File: src/rtl/axi4lite_led_test_regs.sv
// AXI4-Lite register block (8-bit address, 16-bit data) that drives the LED and the
// 8-bit FPGA test bus, with a prescaled blink generator and a tick-driven test counter.
module axi4lite_led_test_regs #(
    parameter logic [15:0] ID_VALUE = 16'hF1D5,
    parameter int unsigned PRESCALE = 200
) (
    input  logic        i_CLK,
    input  logic        i_RESET,
    input  logic [7:0]  iv_S_AWADDR,
    input  logic        i_S_AWVALID,
    output logic        o_S_AWREADY,
    input  logic [15:0] iv_S_WDATA,
    input  logic [1:0]  iv_S_WSTRB,
    input  logic        i_S_WVALID,
    output logic        o_S_WREADY,
    output logic [1:0]  ov_S_BRESP,
    output logic        o_S_BVALID,
    input  logic        i_S_BREADY,
    input  logic [7:0]  iv_S_ARADDR,
    input  logic        i_S_ARVALID,
    output logic        o_S_ARREADY,
    output logic [15:0] ov_S_RDATA,
    output logic [1:0]  ov_S_RRESP,
    output logic        o_S_RVALID,
    input  logic        i_S_RREADY,
    output logic [7:0]  ov_FPGA_TEST,
    output logic        o_LED
);
    localparam logic [15:0] PRESC_MAX = 16'(PRESCALE - 1);

    typedef enum logic { W_IDLE = 1'b0, W_RESP = 1'b1 } w_state_e;
    typedef enum logic { R_IDLE = 1'b0, R_DATA = 1'b1 } r_state_e;

    function automatic logic [15:0] merge_strb(input logic [15:0] old_v,
                                               input logic [15:0] new_v,
                                               input logic [1:0]  strb);
        merge_strb = {strb[1] ? new_v[15:8] : old_v[15:8],
                      strb[0] ? new_v[7:0]  : old_v[7:0]};
    endfunction

    w_state_e    w_state_q;
    r_state_e    r_state_q;
    logic        awready_q, wready_q, bvalid_q, arready_q, rvalid_q;
    logic [1:0]  bresp_q, rresp_q;
    logic [15:0] rdata_q;
    logic [2:0]  ctrl_q;
    logic [15:0] blink_div_q, scratch_q, presc_q, blink_cnt_q;
    logic [7:0]  test_q, tcnt_q, test_out_q;
    logic        led_q;

    logic        wr_fire_s, tick_s, blink_clr_s, unused_s;
    logic [6:0]  wr_idx_s, rd_idx_s;
    logic [1:0]  wr_resp_s, rd_resp_s;
    logic [15:0] rd_data_s;

    assign wr_idx_s  = iv_S_AWADDR[7:1];
    assign rd_idx_s  = iv_S_ARADDR[7:1];
    assign wr_fire_s = (w_state_q == W_IDLE) && i_S_AWVALID && i_S_WVALID;
    assign wr_resp_s = (wr_idx_s <= 7'd4) ? 2'b00 : 2'b10;
    assign tick_s    = (presc_q == PRESC_MAX);
    assign unused_s  = ^{iv_S_AWADDR[0], iv_S_ARADDR[0]};
    // Blink phase restarts on any BLINK_DIV write or when BLINK is newly enabled
    assign blink_clr_s = wr_fire_s && ((wr_idx_s == 7'd2) ||
                         ((wr_idx_s == 7'd1) && iv_S_WSTRB[0] && iv_S_WDATA[1] && !ctrl_q[1]));

    // Read data/response mux over the current (pre-write) register values
    always_comb begin
        rd_data_s = 16'h0000;
        rd_resp_s = 2'b00;
        case (rd_idx_s)
            7'd0:    rd_data_s = ID_VALUE;
            7'd1:    rd_data_s = {13'h0000, ctrl_q};
            7'd2:    rd_data_s = blink_div_q;
            7'd3:    rd_data_s = {8'h00, test_q};
            7'd4:    rd_data_s = scratch_q;
            default: rd_resp_s = 2'b10;
        endcase
    end

    // Write channel FSM: accept AW+W together, then hold B until BREADY
    always_ff @(posedge i_CLK or posedge i_RESET) begin
        if (i_RESET) begin
            w_state_q <= W_IDLE;
            awready_q <= 1'b0;
            wready_q  <= 1'b0;
            bvalid_q  <= 1'b0;
            bresp_q   <= 2'b00;
        end else begin
            case (w_state_q)
                W_IDLE: begin
                    bvalid_q  <= 1'b0;
                    awready_q <= wr_fire_s;
                    wready_q  <= wr_fire_s;
                    if (wr_fire_s) begin
                        bresp_q   <= wr_resp_s;
                        w_state_q <= W_RESP;
                    end
                end
                W_RESP: begin
                    awready_q <= 1'b0;
                    wready_q  <= 1'b0;
                    if (bvalid_q && i_S_BREADY) begin
                        bvalid_q  <= 1'b0;
                        w_state_q <= W_IDLE;
                    end else begin
                        bvalid_q <= 1'b1;
                    end
                end
                default: w_state_q <= W_IDLE;
            endcase
        end
    end

    // Register file updates on the accept edge, byte-masked by WSTRB
    always_ff @(posedge i_CLK or posedge i_RESET) begin
        if (i_RESET) begin
            ctrl_q      <= 3'b000;
            blink_div_q <= 16'h0000;
            test_q      <= 8'h00;
            scratch_q   <= 16'h0000;
        end else if (wr_fire_s) begin
            case (wr_idx_s)
                7'd1:    if (iv_S_WSTRB[0]) ctrl_q <= iv_S_WDATA[2:0];
                7'd2:    blink_div_q <= merge_strb(blink_div_q, iv_S_WDATA, iv_S_WSTRB);
                7'd3:    if (iv_S_WSTRB[0]) test_q <= iv_S_WDATA[7:0];
                7'd4:    scratch_q <= merge_strb(scratch_q, iv_S_WDATA, iv_S_WSTRB);
                default: scratch_q <= scratch_q;
            endcase
        end
    end

    // Read channel FSM, independent of the write side
    always_ff @(posedge i_CLK or posedge i_RESET) begin
        if (i_RESET) begin
            r_state_q <= R_IDLE;
            arready_q <= 1'b0;
            rvalid_q  <= 1'b0;
            rdata_q   <= 16'h0000;
            rresp_q   <= 2'b00;
        end else begin
            case (r_state_q)
                R_IDLE: begin
                    rvalid_q  <= 1'b0;
                    arready_q <= i_S_ARVALID;
                    if (i_S_ARVALID) begin
                        rdata_q   <= rd_data_s;
                        rresp_q   <= rd_resp_s;
                        r_state_q <= R_DATA;
                    end
                end
                R_DATA: begin
                    arready_q <= 1'b0;
                    if (rvalid_q && i_S_RREADY) begin
                        rvalid_q  <= 1'b0;
                        r_state_q <= R_IDLE;
                    end else begin
                        rvalid_q <= 1'b1;
                    end
                end
                default: r_state_q <= R_IDLE;
            endcase
        end
    end

    // Free-running prescaler producing a one-cycle tick every PRESCALE clocks
    always_ff @(posedge i_CLK or posedge i_RESET) begin
        if (i_RESET) presc_q <= 16'h0000;
        else         presc_q <= tick_s ? 16'h0000 : presc_q + 16'h0001;
    end

    // LED: off, steady on, or toggling every BLINK_DIV+1 ticks
    always_ff @(posedge i_CLK or posedge i_RESET) begin
        if (i_RESET) begin
            blink_cnt_q <= 16'h0000;
            led_q       <= 1'b0;
        end else begin
            if (blink_clr_s)
                blink_cnt_q <= 16'h0000;
            else if (ctrl_q[0] && ctrl_q[1] && tick_s)
                blink_cnt_q <= (blink_cnt_q == blink_div_q) ? 16'h0000 : blink_cnt_q + 16'h0001;

            if (!ctrl_q[0])
                led_q <= 1'b0;
            else if (!ctrl_q[1])
                led_q <= 1'b1;
            else if (!blink_clr_s && tick_s && (blink_cnt_q == blink_div_q))
                led_q <= ~led_q;
        end
    end

    // Test bus: static TEST byte, or a tick counter that holds while disabled
    always_ff @(posedge i_CLK or posedge i_RESET) begin
        if (i_RESET) begin
            tcnt_q     <= 8'h00;
            test_out_q <= 8'h00;
        end else begin
            if (ctrl_q[2] && tick_s) tcnt_q <= tcnt_q + 8'h01;
            test_out_q <= ctrl_q[2] ? tcnt_q : test_q;
        end
    end

    assign o_S_AWREADY  = awready_q;
    assign o_S_WREADY   = wready_q;
    assign o_S_BVALID   = bvalid_q;
    assign ov_S_BRESP   = bresp_q;
    assign o_S_ARREADY  = arready_q;
    assign o_S_RVALID   = rvalid_q;
    assign ov_S_RDATA   = rdata_q;
    assign ov_S_RRESP   = rresp_q;
    assign o_LED        = led_q;
    assign ov_FPGA_TEST = test_out_q;
endmodule

File: config.mk
export PLATFORM = sky130hd
export DESIGN_NAME = axi4lite_led_test_regs
export DESIGN_NICKNAME = d
export VERILOG_FILES = /design/src/rtl/axi4lite_led_test_regs.sv
export SDC_FILE = /design/constraint.sdc
export NUM_CORES = 1
export LEC_CHECK = 0
export ABC_CLOCK_PERIOD_IN_PS = 6850
export BUFFER_PORTS_ARGS = -buffer_cell sky130_fd_sc_hd__buf_2
export CORE_MARGIN = 3
export CORE_UTILIZATION = 50
export DETAILED_ROUTE_END_ITERATION = 10
export GPL_ROUTABILITY_DRIVEN = 1
export PLACE_DENSITY_LB_ADDON = 0.1
export SYNTH_ARGS = -nofsm -noshare
export SYNTH_HDL_FRONTEND = slang
export SYNTH_SLANG_ARGS = --single-unit
File: constraint.sdc
create_clock -name i_CLK -period 6.85 [get_ports i_CLK]
set_clock_uncertainty 0.15 [all_clocks]
set_input_delay 1.37 -clock i_CLK [delete_from_list [all_inputs] [get_ports i_CLK]]
set_output_delay 1.37 -clock i_CLK [all_outputs]
set_load 0.03 [all_outputs]
# Word-level counts from Yosys, hierarchy flattened
# Cells that the tools add are included.
# Widths: inputs -> output; s select.
[word_totals]
register_bits = 118
out_inout_bits = 34
latchBits = 0
word_cells = 86
mem_bits_rw = 0
rom_bits = 0
mem_count = 0
[op_classes]
addsub = 3
bitwise_logic = 3
multipliers = 0
n_reduce_logical = 27
eq_ne = 11
n_shift = 0
mux = 21
div = 0
order_cmp = 1
[op_table]
columns = ["op", "count"]
rows = [
  ["$pmux 16 s5", 1],
  ["$mux 16", 4],
  ["$add 16x1->16 const B", 2],
  ["$eq 7x2->1 const B", 4],
  ["$reduce_and 3->1", 6],
  ["$eq 16x16->1", 1],
  ["$eq 16x8->1 const B", 1],
  ["$eq 7x1->1 const B", 2],
  ["$eq 7x3->1 const B", 2],
  ["$logic_and 1x1->1", 13],
  ["$pmux 1 s2", 6],
  ["$add 8x1->8 const B", 1],
  ["$mux 8", 1],
  ["$le 7x3->1 const B", 1],
  ["$logic_not 7->1", 1],
  ["$mux 1", 7],
  ["$reduce_or 5->1", 1],
  ["$mux 2", 2],
  ["$reduce_and 2->1", 2],
  ["$ne 3x2->1 const B", 1],
  ["$not 1->1", 3],
  ["$logic_not 1->1", 2],
  ["$reduce_bool 2->1", 1],
  ["$logic_or 1x1->1", 1],
]

# Depth between registers and ports, before layout
[depth]
word_depth = 12
ltp_mapped = 7

# Worst setup path after synthesis
# OpenSTA, ideal clock, no wires.
[synth_timing]
path_kind = "input to register"
from = "input iv_S_AWADDR[4]"
to = "register test_q[0]"
setup_ns = 0.125
path_slack_ns = 3.312
n_path_buf = 0
t_arrival_ns = 3.263
path_stages = 5
t_required_ns = 6.575
path_cell_list = "or4_1 > nor3_2 > nand3_1 > nor2_1 > mux2_2"
[synth_via]
elab_chain_len = 2
[synth_lines]
columns = ["element", "line", "rtl"]
rows = [
  ["start: declaration", "9", "input logic [7:0] iv_S_AWADDR,"],
  ["$eq 7x2->1", "122", "case (wr_idx_s)"],
  ["$reduce_and 3->1 (no source line)", "n/a", ""],
  ["end signal: assignment", "125", "7'd3: if (iv_S_WSTRB[0]) test_q <= iv_S_WDATA[7:0];"],
  ["end: declaration", "48", "logic [7:0] test_q, tcnt_q, test_out_q;"],
]
# No other way between the ends.
# A chain may end at the register's enable or synchronous reset.

# Worst setup path in the final report
[layout_timing]
from = "input iv_S_ARADDR[7]"
to = "register rdata_q[8] (netlist: ov_S_RDATA[8])"
[layout_via]
elab_chain_len = 2
elab_cells_between_ends = 6
classes_between = "4 x eq/ne; 1 x mux; 1 x reduce/logical"
[layout_lines]
columns = ["element", "line", "rtl"]
rows = [
  ["start: declaration", "19", "input logic [7:0] iv_S_ARADDR,"],
  ["$eq 7x3->1 (tied with other cells)", "70", "case (rd_idx_s)"],
  ["$pmux 16 s5 (*)", "70", ""],
  ["end signal: assignment", "146", "rdata_q <= rd_data_s;"],
  ["end: declaration", "45", "logic [15:0] rdata_q;"],
]
# Every way passes the cells marked *; elsewhere a longest branch is shown, timed or not.

==> impl_metrics.json <==
{
  "status": "complete, no violations",
  "cts_hold_buffers": 0,
  "syn_inst": 477,
  "crit_path_end_kind": "flip-flop",
  "tritoncts": "yes",
  "die_area_um2": 12100,
  "placement.setup.worst_slack_ns": 2.641,
  "largest_net_degree_at_the_start_of_global_routing": 71,
  "grt_pass1_vias": 4046,
  "grtUsageMet1_pct": 30.95,
  "grt_first_pass_wirelength_um": 20500,
  "worst_ir_drop_vdd_uv": 224.9,
  "gp_routability_congestion": 0.8259,
  "drive_gt1_share_pct": 27.66,
  "wl_per_cell_um": 17.41,
  "pleak_nw": 3.188,
  "report.final.slew_viol_count": 0,
  "num-fill-cells": 843,
  "arrival_time_at_the_worst_endpoint_ns": 4.02,
  "grt_setup_unrepaired": "false",
  "globalRouteTotalUtil_pct": 22.67,
  "max_slew.worst_pin.slew_ns": 1.177,
  "detailedRoute.firstIterationViolations": 235,
  "die_boundary_width_um": 110.0,
  "cts_sinks": 116,
  "syn2layout_area_growth_pct": 19.88,
  "clock_latency_ns": 0.53,
  "post_synth_instance_area_um2": 5408,
  "drtAntennaViolNets": 0,
  "yosys.cell_types.count": 50,
  "critPathKind": "input port to flip-flop",
  "tns_ns": 0,
  "synth-seq-cells": 116,
  "p_per_area_nw_per_um2": 275.0,
  "finalHoldWorstSlack_ns": 0.3123,
  "max_stage_delay_cell_worst_path": "sky130_fd_sc_hd__nor3b_1",
  "fp.dieH_um": 110.0,
  "share_of_the_yosys_chip_area_belonging_to_registers_pct": 53.68,
  "portBuffers": 70,
  "vias_per_cell": 5.641,
  "ctsRootBufferMaster": "sky130_fd_sc_hd__clkbuf_8",
  "clockBufferDepth": 2,
  "final-setup-viol-count": 0,
  "grtUsageMet2_pct": 34.53,
  "antenna_cells_inserted": 0,
  "ctsHtreeMaxLevel": 4,
  "detailedRoute.firstPassIterationCount": 5,
  "finish.instance_area_um2": 6482,
  "cp_max_fo": 10,
  "asyncSetResetFlopFracSynth_pct": 100.0,
  "fin_crit_ns": 3.706,
  "drv.max_cap_violation_count": 0,
  "num_ports": 75,
  "dpl_cell_area_um2": 5874,
  "synth_top_area_cell": "sky130_fd_sc_hd__dfrtp_1",
  "final_hold_viol_count": 0,
  "fp.coreArea_um2": 10420,
  "clk_pin_slew_worst_paths_ns": 0.06,
  "synthesis.area_per_instance_um2": 11.34,
  "placementRows": 37,
  "cts-buffers-inserted": 17,
  "timing.max_slew.rel_slack_pct": 21.37,
  "max_freq_mhz": 269.9,
  "netlist.area_leader.share_pct": 53.68,
  "grt.busiest_layer": "met2",
  "hpwlAfterDp_um": 8519,
  "cts_setup_buffers": 0,
  "routed-via-count": 3949,
  "top_cells_by_area_in_the_synthesized_netlist": "sky130_fd_sc_hd__dfrtp_1 54%, sky130_fd_sc_hd__mux2_2 9.8%, sky130_fd_sc_hd__xor2_1 3.6%",
  "worstPathCellList": "buf_2 -> nor4_2 -> nand3_1 -> nor3b_1 -> a32o_1",
  "postLayoutSetupSlackWorst_ns": 3.144,
  "grt_util_met3_pct": 5.824,
  "hold_path.class": "flip-flop to flip-flop",
  "synth_warnings": 0,
  "fin_crit_sh_pct": 54.10,
  "initial_utilization_pct": 51.92,
  "synth_enable_flop_cells": 0,
  "ys.flop_type": "sky130_fd_sc_hd__dfrtp_1",
  "routed_wirelength_um": 12180,
  "worst_path_required_time_ns": 7.16,
  "globalRouteOverflowTotal": 0,
  "drc": 0,
  "finish.net_count": 595,
  "initial_antenna_violation_count": 0,
  "cts-resized-gates": 0,
  "setup.worst_path.start_class": "input port",
  "slowest_delay_ns": 1.05
}
## flip-flops by register name (all words and copies together), names as in the netlist, 3 cells and up
| name | cells |
|---|---|
| ov_FPGA_TEST | 8 |
| presc_q | 16 |
| blink_div_q | 16 |
| scratch_q | 16 |
| ov_S_RDATA | 16 |
| blink_cnt_q | 16 |
| test_q | 8 |
| tcnt_q | 8 |
| ctrl_q | 3 |
## per-layer routing
layer,vias to the layer above,wire length [µm],share of wire (%)
met5,-,0,0
met4,0,170,1.4
met3,14,514,4.2
met2,88,5911,49
met1,1971,5589,46
li1,1876,-,-
## logic make-up (layout without fill, tap and decap cells)
group / count (synthesis) / in the layout / synth area share, %
AND/OR/NAND/NOR: 149 / 149 / 15.16
adder cells (fa/ha/maj): 3 / 3 / 0.6942
multiplexers: 52 / 52 / 10.71
XOR/XNOR: 38 / 38 / 6.154
other: 1 / 2 / 0.06935
flip-flops: 116 / 116 / 53.68
buffers and inverters: 37 / 123 / 2.823
AO/OA/AOI/OAI: 81 / 81 / 10.71
## path summary, 6_finish.rpt
kind	start	to	slack, ns	depth (start not counted)
max	iv_S_ARADDR[7]	ov_S_RDATA[8]	3.14	5
min in group asynchronous	i_RESET	ov_FPGA_TEST[2]	0.88	2
min reg2reg	presc_q[0]	presc_q[0]	0.31	1
min	presc_q[0]	presc_q[0]	0.31	1
max reg2reg	r_state_q	ov_S_RDATA[8]	3.86	5
max in group asynchronous	i_RESET	scratch_q[8]	4.56	3
## power by group
part           internal [mW]  switching, mW
Clock                  0.609          0.304
Combinational         0.0451         0.0942
Sequential             0.714         0.0171
Total                   1.37          0.415
## worst max-delay path, delay by kind of cell
kind                   cells  cell delay [ns]
buffers and inverters      1             0.10
AO/OA/AOI/OAI              1             0.31
AND/OR/NAND/NOR            3             2.24
## final cells by class
class | count | area [µm²] | area share, %
Timing Repair Buffer | 72 | 365.4 | 5.636
Inverter | 19 | 73.82 | 1.139
Clock buffer | 23 | 456.7 | 7.045
Tap cell | 136 | 170.2 | 2.625
Clock inverter | 9 | 151.4 | 2.335
Sequential cell | 116 | 2903 | 44.78
Multi-Input combinational cell | 325 | 2362 | 36.44
## Yosys cell counts, types with 4 or more instances
| cell | number |
|---|---|
| sky130_fd_sc_hd__a22o_1 | 11 |
| sky130_fd_sc_hd__dfrtp_1 | 116 |
| sky130_fd_sc_hd__inv_1 | 19 |
| sky130_fd_sc_hd__o21ai_0 | 22 |
| sky130_fd_sc_hd__a32o_1 | 5 |
| sky130_fd_sc_hd__a22oi_1 | 6 |
| sky130_fd_sc_hd__nor2_1 | 20 |
| sky130_fd_sc_hd__o31ai_1 | 5 |
| sky130_fd_sc_hd__nor3_1 | 4 |
| sky130_fd_sc_hd__a31oi_1 | 5 |
| sky130_fd_sc_hd__nor4_1 | 7 |
| sky130_fd_sc_hd__nand3_1 | 14 |
| sky130_fd_sc_hd__o22ai_1 | 5 |
| sky130_fd_sc_hd__or4_1 | 7 |
| sky130_fd_sc_hd__nand2b_1 | 11 |
| sky130_fd_sc_hd__nor2b_1 | 7 |
| sky130_fd_sc_hd__nand2_1 | 33 |
| sky130_fd_sc_hd__mux2i_1 | 5 |
| sky130_fd_sc_hd__mux2_2 | 47 |
| sky130_fd_sc_hd__and3_1 | 11 |
| sky130_fd_sc_hd__a21oi_1 | 8 |
| sky130_fd_sc_hd__xnor2_1 | 16 |
| sky130_fd_sc_hd__nand4_1 | 12 |
| sky130_fd_sc_hd__and2_1 | 4 |
| sky130_fd_sc_hd__clkbuf_1 | 13 |
| sky130_fd_sc_hd__xor2_1 | 22 |
| sky130_fd_sc_hd__nand3b_1 | 4 |
## per-stage QoR
step	util [%]	power, mW	instances
after CTS	62.23	1.800	700
final	62.23	1.783	700
after detailed placement	56.40	0.8836	668
after global routing	62.23	1.849	700
after floorplan	-	0.8339	478
after global placement	56.40	0.8799	668
## cell usage in the layout (no fill, tap or decap), types with 7 or more instances in the layout
cell type,netlist,routed
sky130_fd_sc_hd__a21oi_1,8,8
sky130_fd_sc_hd__o21ai_0,22,22
sky130_fd_sc_hd__clkbuf_16,0,16
sky130_fd_sc_hd__nand3_1,14,14
sky130_fd_sc_hd__or4_1,7,7
sky130_fd_sc_hd__nand2_1,33,33
sky130_fd_sc_hd__nand2b_1,11,11
sky130_fd_sc_hd__inv_1,19,18
sky130_fd_sc_hd__and3_1,11,11
sky130_fd_sc_hd__mux2_2,47,47
sky130_fd_sc_hd__nor2b_1,7,7
sky130_fd_sc_hd__buf_2,2,70
sky130_fd_sc_hd__nor2_1,20,20
sky130_fd_sc_hd__nand4_1,12,12
sky130_fd_sc_hd__a22o_1,11,11
sky130_fd_sc_hd__xnor2_1,16,16
sky130_fd_sc_hd__xor2_1,22,22
sky130_fd_sc_hd__dfrtp_1,116,116
Note: power is estimated with default switching activity, not from simulation.
